File: src/rtl/nn_pkg.sv
// rtl/nn_pkg.sv - shared types and default sizes for the NN result reader
// Purpose: FSM state encoding and default network geometry used by
//          nn_result_reader and anything that instantiates it.
// Ports:   none (package).
package nn_pkg;

  localparam int NN_LAYER_SIZE  = 4;
  localparam int NN_LAYER_DEPTH = 4;
  localparam int NN_BIT_SIZE    = 16;

  typedef enum logic [2:0] {
    ST_IDLE,
    ST_ISSUE,
    ST_WAIT,
    ST_OUT,
    ST_DONE
  } nn_state_t;

endpackage

File: src/rtl/nn_result_reader.sv
// rtl/nn_result_reader.sv - reads one layer of NN outputs and streams it out
// Purpose: on start, issues one read per node of the selected layer, waits
//          READ_LATENCY cycles for the network data, and presents each word
//          on a valid/ready output until accepted.
// Ports:
//   clk, rst_n        clock, asynchronous active-low reset
//   start/start_layer one-cycle readout request and the layer to read
//   abort             cancel the current readout (no done pulse)
//   rd_en/rd_layer/rd_node/nn_y  read port towards the network
//   out_data/out_valid/out_ready/out_last  result word stream
//   busy/done         readout in progress / one-cycle completion pulse
module nn_result_reader
  import nn_pkg::*;
#(
  parameter int LAYER_SIZE   = NN_LAYER_SIZE,
  parameter int LAYER_DEPTH  = NN_LAYER_DEPTH,
  parameter int BIT_SIZE     = NN_BIT_SIZE,
  parameter int READ_LATENCY = 1
) (
  input  logic                           clk,
  input  logic                           rst_n,
  input  logic                           start,
  input  logic [$clog2(LAYER_DEPTH)-1:0] start_layer,
  input  logic                           abort,
  output logic                           rd_en,
  output logic [$clog2(LAYER_DEPTH)-1:0] rd_layer,
  output logic [$clog2(LAYER_SIZE)-1:0]  rd_node,
  input  logic [BIT_SIZE-1:0]            nn_y,
  output logic [BIT_SIZE-1:0]            out_data,
  output logic                           out_valid,
  input  logic                           out_ready,
  output logic                           out_last,
  output logic                           busy,
  output logic                           done
);

  localparam int LW = $clog2(LAYER_DEPTH);
  localparam int NW = $clog2(LAYER_SIZE);
  localparam int CW = (READ_LATENCY > 1) ? $clog2(READ_LATENCY) : 1;

  nn_state_t         r_state;
  nn_state_t         w_next;
  logic [LW-1:0]     r_rd_layer;
  logic [NW-1:0]     r_rd_node;
  logic [CW-1:0]     r_cnt;
  logic [BIT_SIZE-1:0] r_out_data;
  logic              w_accept;
  logic              w_hs;
  logic              w_node_last;
  logic              w_cnt_zero;

  always_ff @(posedge clk or negedge rst_n) begin
    if (!rst_n) begin
      r_state <= ST_IDLE;
    end else begin
      r_state <= w_next;
    end
  end

  always_comb begin
    w_next      = r_state;
    w_accept    = start && !abort;
    w_hs        = (r_state == ST_OUT) && out_ready;
    w_node_last = (r_rd_node == NW'(LAYER_SIZE - 1));
    w_cnt_zero  = (r_cnt == '0);
    case (r_state)
      ST_IDLE:  if (w_accept) w_next = ST_ISSUE;
      ST_ISSUE: w_next = ST_WAIT;
      ST_WAIT:  if (w_cnt_zero) w_next = ST_OUT;
      ST_OUT:   if (w_hs) w_next = w_node_last ? ST_DONE : ST_ISSUE;
      ST_DONE:  w_next = ST_IDLE;
      default:  w_next = ST_IDLE;
    endcase
    // Abort beats everything, including a handshake in the same cycle.
    if (abort && (r_state != ST_IDLE)) w_next = ST_IDLE;
  end

  always_ff @(posedge clk or negedge rst_n) begin
    if (!rst_n) begin
      r_rd_layer <= '0;
      r_rd_node  <= '0;
      r_cnt      <= '0;
      r_out_data <= '0;
    end else begin
      case (r_state)
        ST_IDLE: begin
          if (w_accept) begin
            r_rd_layer <= start_layer;
            r_rd_node  <= '0;
          end
        end
        ST_ISSUE: r_cnt <= CW'(READ_LATENCY - 1);
        ST_WAIT: begin
          // Counter spends READ_LATENCY cycles here, so the capture edge
          // lands exactly READ_LATENCY cycles after the rd_en cycle.
          if (!abort) begin
            if (w_cnt_zero) r_out_data <= nn_y;
            else            r_cnt      <= r_cnt - CW'(1);
          end
        end
        ST_OUT: begin
          if (w_hs && !w_node_last && !abort) r_rd_node <= r_rd_node + NW'(1);
        end
        default: ;
      endcase
    end
  end

  assign rd_en     = (r_state == ST_ISSUE);
  assign rd_layer  = r_rd_layer;
  assign rd_node   = r_rd_node;
  assign out_data  = r_out_data;
  assign out_valid = (r_state == ST_OUT);
  assign out_last  = (r_state == ST_OUT) && w_node_last;
  assign busy      = (r_state != ST_IDLE);
  assign done      = (r_state == ST_DONE);

endmodule

File: config.mk
export PLATFORM = sky130hd
export DESIGN_NAME = nn_result_reader
export DESIGN_NICKNAME = d
export VERILOG_FILES = /design/src/rtl/nn_pkg.sv /design/src/rtl/nn_result_reader.sv
export SDC_FILE = /design/constraint.sdc
export NUM_CORES = 1
export LEC_CHECK = 0
export CORE_MARGIN = 8
export CORE_UTILIZATION = 36
export DETAILED_ROUTE_END_ITERATION = 8
export GPL_TIMING_DRIVEN = 0
export PLACE_DENSITY_LB_ADDON = 0.12
export REMOVE_ABC_BUFFERS = 1
export SYNTH_ARGS = -nofsm -noshare
export SYNTH_HDL_FRONTEND = slang
export SYNTH_SLANG_ARGS = --single-unit
File: constraint.sdc
create_clock -name clk -period 1.69 [get_ports clk]
set_clock_uncertainty 0.1 [all_clocks]
set_input_delay 0.338 -clock clk [delete_from_list [all_inputs] [get_ports clk]]
set_output_delay 0.338 -clock clk [all_outputs]
set_load 0.02 [all_outputs]
==> key figures <==
Critical path
  – Register-to-Register Setup Slack: -0.07 ns
  – CP max stage delay: 0.46 ns
  – CP bufs+invs: 0
  – Critical path type: reg2reg
  – FF-to-FF End: rd_layer[0]
  – Max Fanout on Critical Path: 5
  – Critical path capture point type: flip-flop
  – Worst path required time: 1.78 ns
  – Critical path's top delay family: simple AND/OR/NAND/NOR gates
  – Worst path cell trace: or3_4, or3b_4, mux2_4
  – Startpoint types: flip-flop
  – Worst Reg-to-Reg Cells: 3
  – CP arrival: 1.85 ns
  – Worst r2r src: r_state[0]
  – Crit path max-delay cell type: dfrtp_2

Route
  – Vias/cell: 4.78
  – Routed WL: 2490 um
  – Initial DRC Count: 8
  – DRC viols: 0
  – Vias: 774
  – Pre-antenna DRT Iters: 3
  – Final ANT Viol Nets: 0
  – Post-DR wirelength/cell: 15.4 um

Timing
  – Worst slew margin: 0.324
  – Total Neg Setup Slack: -0.255 ns
  – Worst Hold Slack: 0.413 ns
  – Period utilization: 1.04
  – Min Tclk post-route: 1.76 ns
  – F_max: 0.568 GHz
  – Actual slew at the worst max-slew pin: 1.01 ns
  – Final hold vios: 0
  – Final worst setup slack: -0.0710 ns
  – Unrepaired setup endpoints after global routing: yes
  – Final setup fails: 6
  – Pins Over Slew Limit: 0

Placement
  – Dpl hpwl: 1740 um
  – IO Port Bufs: 47
  – Pre-CTS WS: -0.746 ns
  – Placed insts: 148
  – GPL Wtd Cong: 0.714

Clock tree
  – Worst skew pair latency: 0.29 ns
  – TritonCTS clock tree: built
  – Hold Buf Count CTS: 0
  – # clock sinks: 23
  – H-tree lvl count: 1
  – Register clock-pin slew on the reported worst setup and hold paths: 0.11 ns
  – CTS Buf Count: 3
  – Root buffer cell: clkbuf_4
  – Clock Tree Buf Depth: 2

Status
  – Status: finished with violations
  – Failing checks: setup timing

Synthesis
  – EDFF count, synth: 0
  – Synth Instances: 73
  – Count leader, synth: dfrtp_1
  – Synth Register Bits: 23
  – FFs w/ async S/R, synth: 1.00
  – Post-synthesis sequential area ratio: 0.576
  – Syn avg cell area: 13.7 sq um
  – Yosys warnings: 0
  – Post-synth top area share: 0.576
  – Ys flop type: dfrtp_1
  – Synth cell types: 24
  – Synth area leader: dfrtp_1
  – Post-synth top cells: dfrtp_1, mux2_2
  – Synth area leaders: dfrtp_1, mux2_2, mux2_4, nor4b_4, nand3_1
  – Post-Syn Area: 1000 sq um

Final layout
  – Area delta synth->final: 65.2%
  – N_diodes: 0
  – Share of layout cells above drive strength 1: 0.336
  – Nets: 156
  – Post-Layout Cell Count: 162

Global route
  – Vias in the first global route: 887
  – First-pass GRT wire length: 4130 um
  – GRT overflow: 0
  – Largest net degree at the start of global routing: 24
  – Initial antenna violation count: 0
  – All-layer global routing usage: 0.113

Flow run
  – Max Cap Violations: 0

Die
  – Die Height: 68.7 um
  – Starting Density: 0.372
  – Total I/O pin count: 48
  – Row cnt: 19
  – Die Width: 68.7 um
  – Die area: 4720 sq um
  – Core area: 2690 sq um

Pwr
  – Power Density: 1150 nW/um^2
  – Leakage Power: 0.000777 uW
  – VDD IR max: 0.695 mV

Worst hold path
  – Type of the worst min-delay path: reg2reg
  – Hold Path Origin: out_data[3]
  – Hold depth: 1
  – Worst hold endpoint: out_data[3]
## repair_timing
action	CTS	global route
endpoints found under the setup margin	45	24
pin swaps	2	1
gates cloned	1	0
buffers inserted	9	1
gates resized for setup	67	1
## state kept, by name, indices dropped and copies added, names as in the netlist
name	flops
out_data	16
r_state	3
rd_layer	2
rd_node	2
## layout by cell type, fill, tap and decap left out, drive strengths merged, types with 2 or more instances in the layout
master and instances:
o21ai 3, nor3b 2, inv 2, dfrtp 23, mux2 18, nor3 3, nand2 2, clkdlybuf4s50 21
nor2 3, nand3 3, buf 14, dlygate4sd2 21, clkbuf 5
## final cells by class
type | instances | area (sq um)
Fill cell | 233 | 1030
Sequential cell | 23 | 579
Timing Repair Buffer | 57 | 549
Multi-Input combinational cell | 45 | 450
Tap cell | 31 | 38.8
Clock buffer | 4 | 26.3
Inverter | 2 | 7.51
## metal layers
metal  wire (um)  vias up  part of all wire  global-route usage
met5           0        -                 0                   0
met4          10        0            0.0040              0.0376
met3         217        2             0.087              0.0323
met2        1160       29              0.47               0.186
met1        1100      369              0.44               0.138
li1            -      374                 -                   -
## kinds of logic (layout without fill, tap and decap cells)
logic type	Yosys count	count (layout)	synth area share
multiplexers	18	18	0.210
buffers and inverters	5	63	0.0275
flip-flops	23	23	0.576
adder cells (fa/ha/maj)	1	1	0.0125
AND/OR/NAND/NOR	21	21	0.148
AO/OA/AOI/OAI	5	5	0.0263
## report_power, final
group          internal (uW)  switching (uW)
Sequential               718            81.1
Combinational            456             407
Clock                   91.7             146
Total                   1270             634
## per-stage QoR
stage                      util  power [uW]  area [sq um]
final                     0.615        1900          1650
after CTS                 0.615        1940          1650
after detailed placement  0.554        1700          1490
after floorplan               -        1240           980
after global placement    0.554        1680          1490
after global routing      0.615        2030          1650
## worst max-delay path by stage
stage | startpoint | end | slack [ns] | cells after the start
CTS | r_state[2] | rd_layer[0] | -0.08 | 3
finish | r_state[0] | rd_layer[0] | -0.07 | 3
global route | r_state[2] | out_last | -0.10 | 3
floorplan | r_state[0] | rd_layer[0] | -0.15 | 3
detailed placement | abort | out_data[10] | -0.75 | 3
global placement | abort | out_data[0] | -0.73 | 3
Note: power is estimated with default switching activity, not from simulation.
